<file path="src/rtl/mult_pkg.sv">
// Definitions shared by the multiplier and its BCD-to-binary decoder:
// the decoder state type, the digit-count helper and the largest legal BCD nibble.
package mult_pkg;

    typedef enum logic [1:0] {IDLE, CONV, DONE} b2b_state_t;

    localparam logic [3:0] BCD_MAX = 4'd9;

    function automatic int bcd_digits(input int n);
        return ((n * 2) / 3) + 1;
    endfunction

endpackage

</file>
<file path="src/rtl/bcd_digit_mac.sv">
// One decimal accumulation step: acc*10 + digit.
// Also reports whether the incoming nibble is a legal BCD digit.
module bcd_digit_mac
    import mult_pkg::*;
#(
    parameter int ACC_W = 20
) (
    input  logic [ACC_W-1:0] acc_i,
    input  logic [3:0]       digit_i,
    output logic [ACC_W-1:0] acc_o,
    output logic             digit_ok_o
);

    // acc*10 is built from shifts so no multiplier is inferred
    assign acc_o      = (acc_i << 3) + (acc_i << 1) + ACC_W'(digit_i);
    assign digit_ok_o = (digit_i <= BCD_MAX);

endmodule

</file>
<file path="src/rtl/bcd_to_bin_seq.sv">
// Sequential BCD-to-binary decoder: one digit per clock, most-significant digit first,
// with saturation on overflow and an error flag for non-decimal nibbles.
module bcd_to_bin_seq
    import mult_pkg::*;
#(
    parameter  int N      = 8,
    localparam int DIGITS = bcd_digits(N),
    localparam int BCD_W  = DIGITS * 4
) (
    input  logic             clk,
    input  logic             reset,
    input  logic             start,
    input  logic [BCD_W-1:0] bcd,
    output logic [2*N-1:0]   out,
    output logic             finish,
    output logic             busy,
    output logic             ovf,
    output logic             err
);

    localparam int ACC_W = 2 * N + 4;
    localparam int CNT_W = $clog2(DIGITS + 1);

    b2b_state_t       state_q, state_d;
    logic [BCD_W-1:0] shift_q, shift_d;
    logic [ACC_W-1:0] acc_q, acc_d;
    logic [CNT_W-1:0] cnt_q, cnt_d;
    logic             ovf_flag_q, ovf_flag_d;
    logic             err_flag_q, err_flag_d;
    logic [2*N-1:0]   out_q, out_d;
    logic             finish_q, finish_d;
    logic             ovf_q, ovf_d;
    logic             err_q, err_d;

    logic [ACC_W-1:0] mac_acc;
    logic             mac_digit_ok;
    logic             step_ovf;

    bcd_digit_mac #(
        .ACC_W(ACC_W)
    ) u_mac (
        .acc_i     (acc_q),
        .digit_i   (shift_q[BCD_W-1 -: 4]),
        .acc_o     (mac_acc),
        .digit_ok_o(mac_digit_ok)
    );

    assign step_ovf = |mac_acc[ACC_W-1:2*N];

    always_comb begin
        state_d    = state_q;
        shift_d    = shift_q;
        acc_d      = acc_q;
        cnt_d      = cnt_q;
        ovf_flag_d = ovf_flag_q;
        err_flag_d = err_flag_q;
        out_d      = out_q;
        ovf_d      = ovf_q;
        err_d      = err_q;
        finish_d   = 1'b0;

        case (state_q)
            CONV: begin
                acc_d      = mac_acc;
                shift_d    = shift_q << 4;
                cnt_d      = cnt_q + CNT_W'(1);
                ovf_flag_d = ovf_flag_q | step_ovf;
                err_flag_d = err_flag_q | ~mac_digit_ok;
                if (cnt_q == CNT_W'(DIGITS - 1)) begin
                    state_d  = DONE;
                    finish_d = 1'b1;
                    // A bad digit makes the value meaningless, so it outranks overflow
                    if (err_flag_d) begin
                        out_d = '0;
                        ovf_d = 1'b0;
                        err_d = 1'b1;
                    end else if (ovf_flag_d) begin
                        out_d = '1;
                        ovf_d = 1'b1;
                        err_d = 1'b0;
                    end else begin
                        out_d = mac_acc[2*N-1:0];
                        ovf_d = 1'b0;
                        err_d = 1'b0;
                    end
                end
            end
            default: begin
                state_d = IDLE;
                if (start) begin
                    state_d    = CONV;
                    shift_d    = bcd;
                    acc_d      = '0;
                    cnt_d      = '0;
                    ovf_flag_d = 1'b0;
                    err_flag_d = 1'b0;
                end
            end
        endcase
    end

    always_ff @(posedge clk or posedge reset) begin
        if (reset) begin
            state_q    <= IDLE;
            shift_q    <= '0;
            acc_q      <= '0;
            cnt_q      <= '0;
            ovf_flag_q <= 1'b0;
            err_flag_q <= 1'b0;
            out_q      <= '0;
            finish_q   <= 1'b0;
            ovf_q      <= 1'b0;
            err_q      <= 1'b0;
        end else begin
            state_q    <= state_d;
            shift_q    <= shift_d;
            acc_q      <= acc_d;
            cnt_q      <= cnt_d;
            ovf_flag_q <= ovf_flag_d;
            err_flag_q <= err_flag_d;
            out_q      <= out_d;
            finish_q   <= finish_d;
            ovf_q      <= ovf_d;
            err_q      <= err_d;
        end
    end

    assign out    = out_q;
    assign finish = finish_q;
    assign ovf    = ovf_q;
    assign err    = err_q;
    assign busy   = (state_q == CONV);

endmodule

</file>
<file path="config.mk">
export PLATFORM = sky130hd
export DESIGN_NAME = bcd_to_bin_seq
export DESIGN_NICKNAME = d
export VERILOG_FILES = /design/src/rtl/mult_pkg.sv /design/src/rtl/bcd_digit_mac.sv /design/src/rtl/bcd_to_bin_seq.sv
export SDC_FILE = /design/constraint.sdc
export NUM_CORES = 1
export LEC_CHECK = 0
export ABC_AREA = 0
export CORE_MARGIN = 10
export CORE_UTILIZATION = 47
export DETAILED_ROUTE_END_ITERATION = 6
export PLACE_DENSITY = 0.71
export SLEW_MARGIN = 20
export SYNTH_ARGS = -nofsm -noshare
export SYNTH_HDL_FRONTEND = slang
export SYNTH_HIERARCHICAL = 1
export SYNTH_SLANG_ARGS = --single-unit
</file>
<file path="constraint.sdc">
create_clock -name clk -period 2.9 [get_ports clk]
set_input_delay 0.29 -clock clk [delete_from_list [all_inputs] [get_ports clk]]
set_output_delay 0.29 -clock clk [all_outputs]
set_load 0.03 [all_outputs]
</file>
### Word level (Yosys, flattened, before mapping)

Index checks and enable logic that the tools add are counted.

* input bits: 27
* logic and storage cells: 42
* output and inout port bits: 20
* register bits: 69

* mux-type cells: 19
* $add $sub $neg: 3
* bitwise gates (word level): 3
* order comparisons: 1
* reduce and logical (&&, ||, !) cells: 3
* eq/ne operators: 3

Operators by type and width (number)
* two-way mux 24 bit: 2
* two-way mux 19 bit: 2
* two-way mux 16 bit: 2
* adder 20 bit: 1
* adder 20 x 4 -> 20 bit: 1
* two-way mux 1 bit: 9
* two-way mux 3 bit: 2
* less-or-equal comparator 4 bit, second input constant: 1
* two-way mux 2 bit: 2
* OR reduction 4 bit: 1
* adder 3 x 1 -> 3 bit, second input constant: 1
* equality test 3 bit, second input constant: 1
* equality test 2 x 1 -> 1 bit, second input constant: 1
* inequality test 2 x 1 -> 1 bit, second input constant: 1
* bitwise OR 1 bit: 2
* AND reduction 2 bit: 1
* nonzero test 2 bit: 1
* NOT 1 bit: 1

### Longest topological paths before layout

Gate-level depths: netlist (run 1).

* word-level depth: 6
* depth in mapped cells: 13
* depth with buffers taken out: 12

### Cells and area by module

Netlist (run 1), hierarchy kept.

Modules (own cells, without submodules)
* bcd_to_bin_seq: cells each 295, area each 3062.9 um^2, times used 1, seq. area each 1751.7 um^2
* bcd_digit_mac: cells each 155, area each 1194.9 um^2, times used 1, seq. area each 0.0 um^2

### Worst setup path before layout (run 1)

OpenSTA, ideal clock, no wires.

* path kind: register to register
* start: register acc_q[0]
* end: register out_q[1] (netlist: out[1])
* arrival: 3.052 ns
* cell stages (with the launch flop): 13
* slack: -0.273 ns
* clock period less this slack: 3.173 ns
* required time: 2.779 ns
* path buffers: 1
* cell sequence: dfrtp_1 inv_1 fa_1 fa_1 nor2b_1 o2111ai_2 a21boi_2 a31oi_1 xnor2_1 nor4_4 buf_6 nand2_1 a22o_1

* cells in the longest elaborated chain, start to end: 6

Ends and longest elaborated chain
* start: declaration: line bcd_to_bin_seq.sv:26 `logic [ACC_W-1:0] acc_q, acc_d;`
* start signal: assignment: line bcd_to_bin_seq.sv:106 `acc_q <= '0;`
* start signal: assignment: line bcd_to_bin_seq.sv:117 `acc_q <= acc_d;`
* adder 20 bit: line bcd_digit_mac.sv:15 `assign acc_o = (acc_i << 3) + (acc_i << 1) + ACC_W'(digit_i);`
* adder 20 x 4 -> 20 bit: line bcd_digit_mac.sv:15
* net mac_acc[16]: line bcd_to_bin_seq.sv:35 `logic [ACC_W-1:0] mac_acc;`
* OR reduction 4 bit: line bcd_to_bin_seq.sv:48 `assign step_ovf = |mac_acc[ACC_W-1:2*N];`
* bitwise OR 1 bit: line bcd_to_bin_seq.sv:67 `ovf_flag_d = ovf_flag_q | step_ovf;`
* two-way mux 16 bit: line bcd_to_bin_seq.sv:77 `end else if (ovf_flag_d) begin`
* two-way mux 16 bit: line bcd_to_bin_seq.sv:73 `if (err_flag_d) begin`
* end signal: assignment: line bcd_to_bin_seq.sv:121 `out_q <= out_d;`
* end: declaration: line bcd_to_bin_seq.sv:30 `logic [2*N-1:0] out_q, out_d;`

The timed path passes the listed nets, and every way through them passes these cells.
A chain may end at the register's enable or synchronous reset.

### Worst setup path after layout (run 1)

* start: register shift_q[22]
* end: register ovf_q (netlist: ovf)

* cells in the longest elaborated chain, start to end: 5
* elaborated cells between the ends (all ways): 8
* those cells by class: 1 x add/sub; 1 x order compare; 2 x mux; 3 x bitwise; 1 x reduce/logical

Ends and longest elaborated chain
* start: declaration: line bcd_to_bin_seq.sv:25 `logic [BCD_W-1:0] shift_q, shift_d;`
* start signal: assignment: line bcd_to_bin_seq.sv:116 `shift_q <= shift_d;`
* adder 20 x 4 -> 20 bit: line bcd_digit_mac.sv:15
* net mac_acc[16]: line bcd_to_bin_seq.sv:35
* OR reduction 4 bit: line bcd_to_bin_seq.sv:48
* bitwise OR 1 bit: line bcd_to_bin_seq.sv:67
* two-way mux 1 bit: line bcd_to_bin_seq.sv:77
* two-way mux 1 bit: line bcd_to_bin_seq.sv:73
* end signal: assignment: line bcd_to_bin_seq.sv:123 `ovf_q <= ovf_d;`
* end: declaration: line bcd_to_bin_seq.sv:32 `logic ovf_q, ovf_d;`

The timed path passes the listed nets, and every way through them passes these cells.

==> flow_summary.json, run 1 <==
{
  "netlist_area_um2": 4220,
  "hold_buffers": 0,
  "gp_congestion": 0.856,
  "antenna_found_initial": 0,
  "slew_headroom_pct": 46.8,
  "synth_area_per_cell_um2": 9.46,
  "crit_arrival_ns": 3.32,
  "dpl_cell_area_um2": 4970,
  "final_cells": 632,
  "syn2layout_area_growth_pct": 27.6,
  "grt_overflow": 0,
  "grtUsageTotal_pct": 15.9,
  "die_h_um": 115,
  "critPathCaptureType": "flip-flop",
  "dp.cells": 607,
  "cts_tree": "yes",
  "routed_wl_um": 10600,
  "cts_buffers": 9,
  "cts.sinks": 69,
  "final.period_utilization_pct": 106,
  "clock_path_buffers": 2,
  "port_buffers": 46,
  "path_class": "flip-flop to flip-flop",
  "num_vias": 3488,
  "finalSetupViolCount": 18,
  "grt_first_pass_wirelength_um": 17100,
  "crit_path_max_fanout": 9,
  "required_ns": 3.15,
  "cts_root_buffer": "clkbuf_8",
  "clk_latency_ns": 0.35,
  "ctsHtreeMaxLevel": 3,
  "slew_viol_final": 0,
  "status": "finished with violations",
  "final_nets": 584,
  "cap_violations": 0,
  "cp-start-kind": "flip-flop",
  "postSynthCellCount": 446,
  "syn_nets": 511,
  "wl_per_cell_um": 16.7,
  "dieArea_um2": 13200,
  "n_fill_cell": 719,
  "failed_checks": "negative setup slack",
  "fmax_mhz": 325,
  "dr.pass1.iters": 4,
  "finalCriticalPeriod_ns": 3.08,
  "initial_core_util_pct": 48.4,
  "antenna_cells": 0,
  "hpwl_um": 7330,
  "drtIter0Drc": 157,
  "rsz0062_at_grt": "true",
  "worstHoldPathType": "input port to asynchronous set/reset pin",
  "ios": 47,
  "fin_util_pct": 61.7,
  "clock_skew_ns": 0.0160,
  "grt_max_degree": 71,
  "fp-row-count": 34,
  "drive_above_1_share_pct": 17.9,
  "first_global_vias": 3560,
  "finalInstanceArea_um2": 5380,
  "path_clk_slew_ns": 0.08,
  "ys_warn_count": 6,
  "ant_nets": 0,
  "tightest_slew_ns": 0.797,
  "die_w_um": 115,
  "core_area_um2": 8720,
  "viasPerCell": 5.52,
  "hold_viol": 0,
  "setup_ws_ns": -0.176,
  "drc_errors": 0
}
-- worst max-delay path: stages (launching register included) --
cell and delay (ns):
dfrtp_1 0.40, ha_1 0.28, ha_2 0.20, inv_2 0.05, fa_2 0.41, nor2b_4 0.17
o2111ai_4 0.15, a21boi_4 0.21, a31oi_2 0.13, xnor2_2 0.19, nor4_4 0.34, buf_6 0.19
nand2b_1 0.08, a22o_1 0.19
-- through the flow --
step	TNS (ns)	worst slack, ns	hold WS, ns
2_1_floorplan	-1.44	-0.130	0.446
3_3_place_gp	-1.65	-0.114	0.461
3_5_place_dp	-3.79	-0.242	0.474
4_1_cts	-2.10	-0.154	0.319
5_1_grt	-5.05	-0.324	0.365
6_report	-2.70	-0.176	0.308
-- final timing paths --
path / slack [ns] / endpoint / startpoint / cells past startpoint
worst min-delay path: 0.31 / acc_q[17]$_DFFE_PP0P_ / reset / 2
worst max-delay path: -0.18 / ovf$_DFFE_PP0P_ / shift_q[22]$_DFFE_PP0P_ / 13
worst max register to register: -0.18 / ovf$_DFFE_PP0P_ / shift_q[22]$_DFFE_PP0P_ / 13
min in group clk: 0.48 / shift_q[6]$_DFFE_PP0P_ / shift_q[2]$_DFFE_PP0P_ / 2
max in group asynchronous: 1.95 / out[5]$_DFFE_PP0P_ / reset / 3
worst min register to register: 0.48 / shift_q[6]$_DFFE_PP0P_ / shift_q[2]$_DFFE_PP0P_ / 2
-- layout make-up --
| type | count | area, um^2 | area share [%] |
|---|---|---|---|
| multi-input combinational | 332 | 2430 | 45.1 |
| sequential | 69 | 1730 | 32.1 |
| timing repair buffer | 91 | 817 | 15.2 |
| tap | 108 | 135 | 2.51 |
| clock buffer | 10 | 128 | 2.37 |
| clock inverter | 6 | 87.6 | 1.63 |
| inverter | 16 | 60.1 | 1.12 |
-- registers in the layout (all words and copies together), names as in the netlist --
name / count
state_q: 2
cnt_q: 3
err: 1
out: 16
shift_q: 24
ovf: 1
err_flag_q: 1
ovf_flag_q: 1
finish: 1
acc_q: 19
-- metal layers --
layer  GRT usage, %  part of all wire (%)  wire (um)  vias up
li1               -                     -          -     1691
met2           26.2                    49       5140       86
met4           5.78                   2.4        248        0
met1           19.3                    44       4650     1688
met3           4.90                   4.9        514       23
met5              0                     0          0        -
-- repair_timing --
| item | 4_1_cts | 5_1_grt |
|---|---|---|
| endpoints found under the setup margin | 18 | 18 |
| gates resized for setup | 7 | 16 |
| buffers inserted | 5 | 4 |
| pin swaps | 10 | 7 |
-- placed cells by master, fill, tap and decap left out, drive strengths merged, types with 2 or more instances in the layout --
cell type / count
nor2: 32
clkdlybuf4s50: 45
xnor2: 12
nand4: 5
nand2: 86
clkbuf: 10
o21a: 3
dfrtp: 69
nand2b: 2
o21bai: 3
o211ai: 4
a21boi: 2
a22o: 17
nand3: 5
a21o: 6
a31oi: 2
nor2b: 3
inv: 16
mux2i: 26
a211oi: 3
o21ai: 29
bufinv: 2
nor3: 2
a21oi: 12
fa: 2
mux2: 2
buf: 46
nor3b: 3
ha: 36
nand3b: 19
xor2: 4
clkinv: 4
Power of run 1 is left out: the tool's default activity adds up to more than one toggle a clock period on the data nets, which glitch-free logic cannot reach.
==> inputs of run 2 (changes only) <==
- PLACE_DENSITY: 0.71 -> 0.68
- RECOVER_POWER: default -> 50
- clock period: 2.9 -> 4 ns (I/O delays scaled with it)
==> flow_summary.json, run 2 (synthesized netlist as in run 1, its figures left out) <==
{
  "grtUsageTotal_pct": 15.4,
  "die_h_um": 115,
  "failed_checks": "design-rule violations, max-capacitance violations, max-slew violations",
  "crit_top_cell": "inv_1",
  "critPathCaptureType": "flip-flop",
  "hpwl_um": 6870,
  "wl_met3_um": 463,
  "die_w_um": 115,
  "drtIter0Drc": 192,
  "worstHoldPathType": "flip-flop to flip-flop",
  "highest-signal-layer": "met4",
  "met1Wirelength_um": 4600,
  "slew_headroom_pct": -77.7,
  "r2r_start": "acc_q[0]$_DFFE_PP0P_",
  "final.period_utilization_pct": 83.3,
  "ios": 47,
  "cts_tree": "yes",
  "cp-start-kind": "flip-flop",
  "num_vias": 3285,
  "cts_buffers": 9,
  "post_cts_resized": 0,
  "cap_violations": 1,
  "wl_per_cell_um": 16.5,
  "gp_congestion": 0.903,
  "grt_first_pass_wirelength_um": 16700,
  "crit_path_max_fanout": 9,
  "largest_register_ffs": 24,
  "whs_endpoint": "cnt_q[2]$_DFFE_PP0P_",
  "antenna_found_initial": 0,
  "multi_input_area_um2": 2280,
  "hold_buffers": 0,
  "final_nets": 544,
  "port_buffers": 46,
  "fin_tns_setup_ns": 0,
  "core_area_um2": 8720,
  "cts_root_buffer": "clkbuf_8",
  "worst-r2r-setup-slack_ns": 0.67,
  "n_fill_cell": 768,
  "cts.sinks": 69,
  "layout_commonest_cell": "nand2_1",
  "status": "finished with violations",
  "rsz0062_at_grt": "false",
  "wl_met2_um": 4540,
  "clock_skew_ns": 0.00932,
  "r2r-end": "ovf$_DFFE_PP0P_",
  "dieArea_um2": 13200,
  "cp_slowest_cell": "fa_1",
  "finalSetupViolCount": 0,
  "hold_viol": 0,
  "post_cts_buffers": 0,
  "dr.pass1.iters": 7,
  "grt_max_degree": 71,
  "hp-start": "cnt_q[2]$_DFFE_PP0P_",
  "antenna_cells": 0,
  "final_cell_mix": "nand2_1, dfrtp_1, clkdlybuf4s50_1, ha_1, nor2_1",
  "required_ns": 4.24,
  "worstPathCellList": "inv_1 -> fa_1 -> inv_1 -> ha_1 -> a211oi_1 -> o21ai_1 -> nand3_1 -> o221ai_1 -> xor2_1 -> nor4_4 -> buf_4 -> nand2b_1 -> a22o_1",
  "initial_core_util_pct": 48.4,
  "fp-row-count": 34,
  "clock_path_buffers": 2,
  "viasPerCell": 5.56,
  "crit_arrival_ns": 3.57,
  "first_global_vias": 3438,
  "slew_viol_final": 49,
  "ant_nets": 0,
  "fmax_mhz": 300,
  "reg2regPathDepth": 13,
  "tightest_slew_ns": 2.67,
  "routed_wl_um": 9750,
  "drc_errors": 1,
  "max_stage_delay_ns": 0.59,
  "seq_area_um2": 1730,
  "path_class": "flip-flop to flip-flop",
  "syn2layout_area_growth_pct": 16.3,
  "ctsHtreeMaxLevel": 3,
  "hold_depth": 1,
  "drive_above_1_share_pct": 6.00,
  "path_clk_slew_ns": 0.07,
  "clk_latency_ns": 0.35,
  "finalCriticalPeriod_ns": 3.33,
  "grt_overflow": 0,
  "regMostFlops": "shift_q"
}
-- run 2: changes by cell type in the layout (fill, tap and decap cells not counted), moves of 2 or more --
cell      change
a211oi_1      +3
a211oi_2      -3
buf_4        -37
buf_6         -3
ha_1          +5
ha_2          -2
ha_4          -3
inv_1         +4
inv_2         -4
xnor2_1       +2
xnor2_2       -2
-- run 2: layout make-up --
cell class	count	area share, %
Multi-Input combinational cell	332	46.6
Timing Repair Buffer	51	9.97
Tap cell	108	2.75
Inverter	16	1.22
Sequential cell	69	35.2
Clock inverter	6	1.78
Clock buffer	9	2.52
-- run 2: worst max-delay path by stage --
stage	start	end	slack, ns	depth (start not counted)
after floorplan	acc_q[0]$_DFFE_PP0P_	out[10]$_DFFE_PP0P_	0.83	12
after global placement	acc_q[0]$_DFFE_PP0P_	ovf$_DFFE_PP0P_	0.78	13
after detailed placement	acc_q[0]$_DFFE_PP0P_	ovf$_DFFE_PP0P_	0.66	12
after CTS	acc_q[0]$_DFFE_PP0P_	ovf$_DFFE_PP0P_	0.66	12
after global routing	acc_q[2]$_DFFE_PP0P_	out[10]$_DFFE_PP0P_	0.43	12
final	acc_q[0]$_DFFE_PP0P_	ovf$_DFFE_PP0P_	0.67	13
-- run 2: critical path, delay by kind of cell, from the launching register on --
family / cells / cell delay, ns
compound gates: 4 / 0.82
buf+inv: 3 / 0.34
xor+xnor: 1 / 0.21
flops: 1 / 0.37
fa+ha+maj: 2 / 0.90
simple gates: 3 / 0.56
-- run 2: metal layers --
metal,GRT usage [%],vias up
li1,-,1610
met5,0,-
met3,3.23,14
met2,23.7,72
met1,20.6,1589
met4,6.19,0
-- run 2: metrics by stage --
stage	cell area, um^2	std cells	hold WS [ns]	setup WS [ns]	util, %
after floorplan	4220	446	0.449	0.827	-
after global placement	4710	576	0.462	0.784	54.0
after detailed placement	4710	576	0.469	0.661	54.0
after CTS	4920	591	0.410	0.658	56.4
after global routing	4910	591	0.505	0.434	56.3
final	4910	591	0.477	0.669	56.3
Power of run 2 is left out for the same reason.
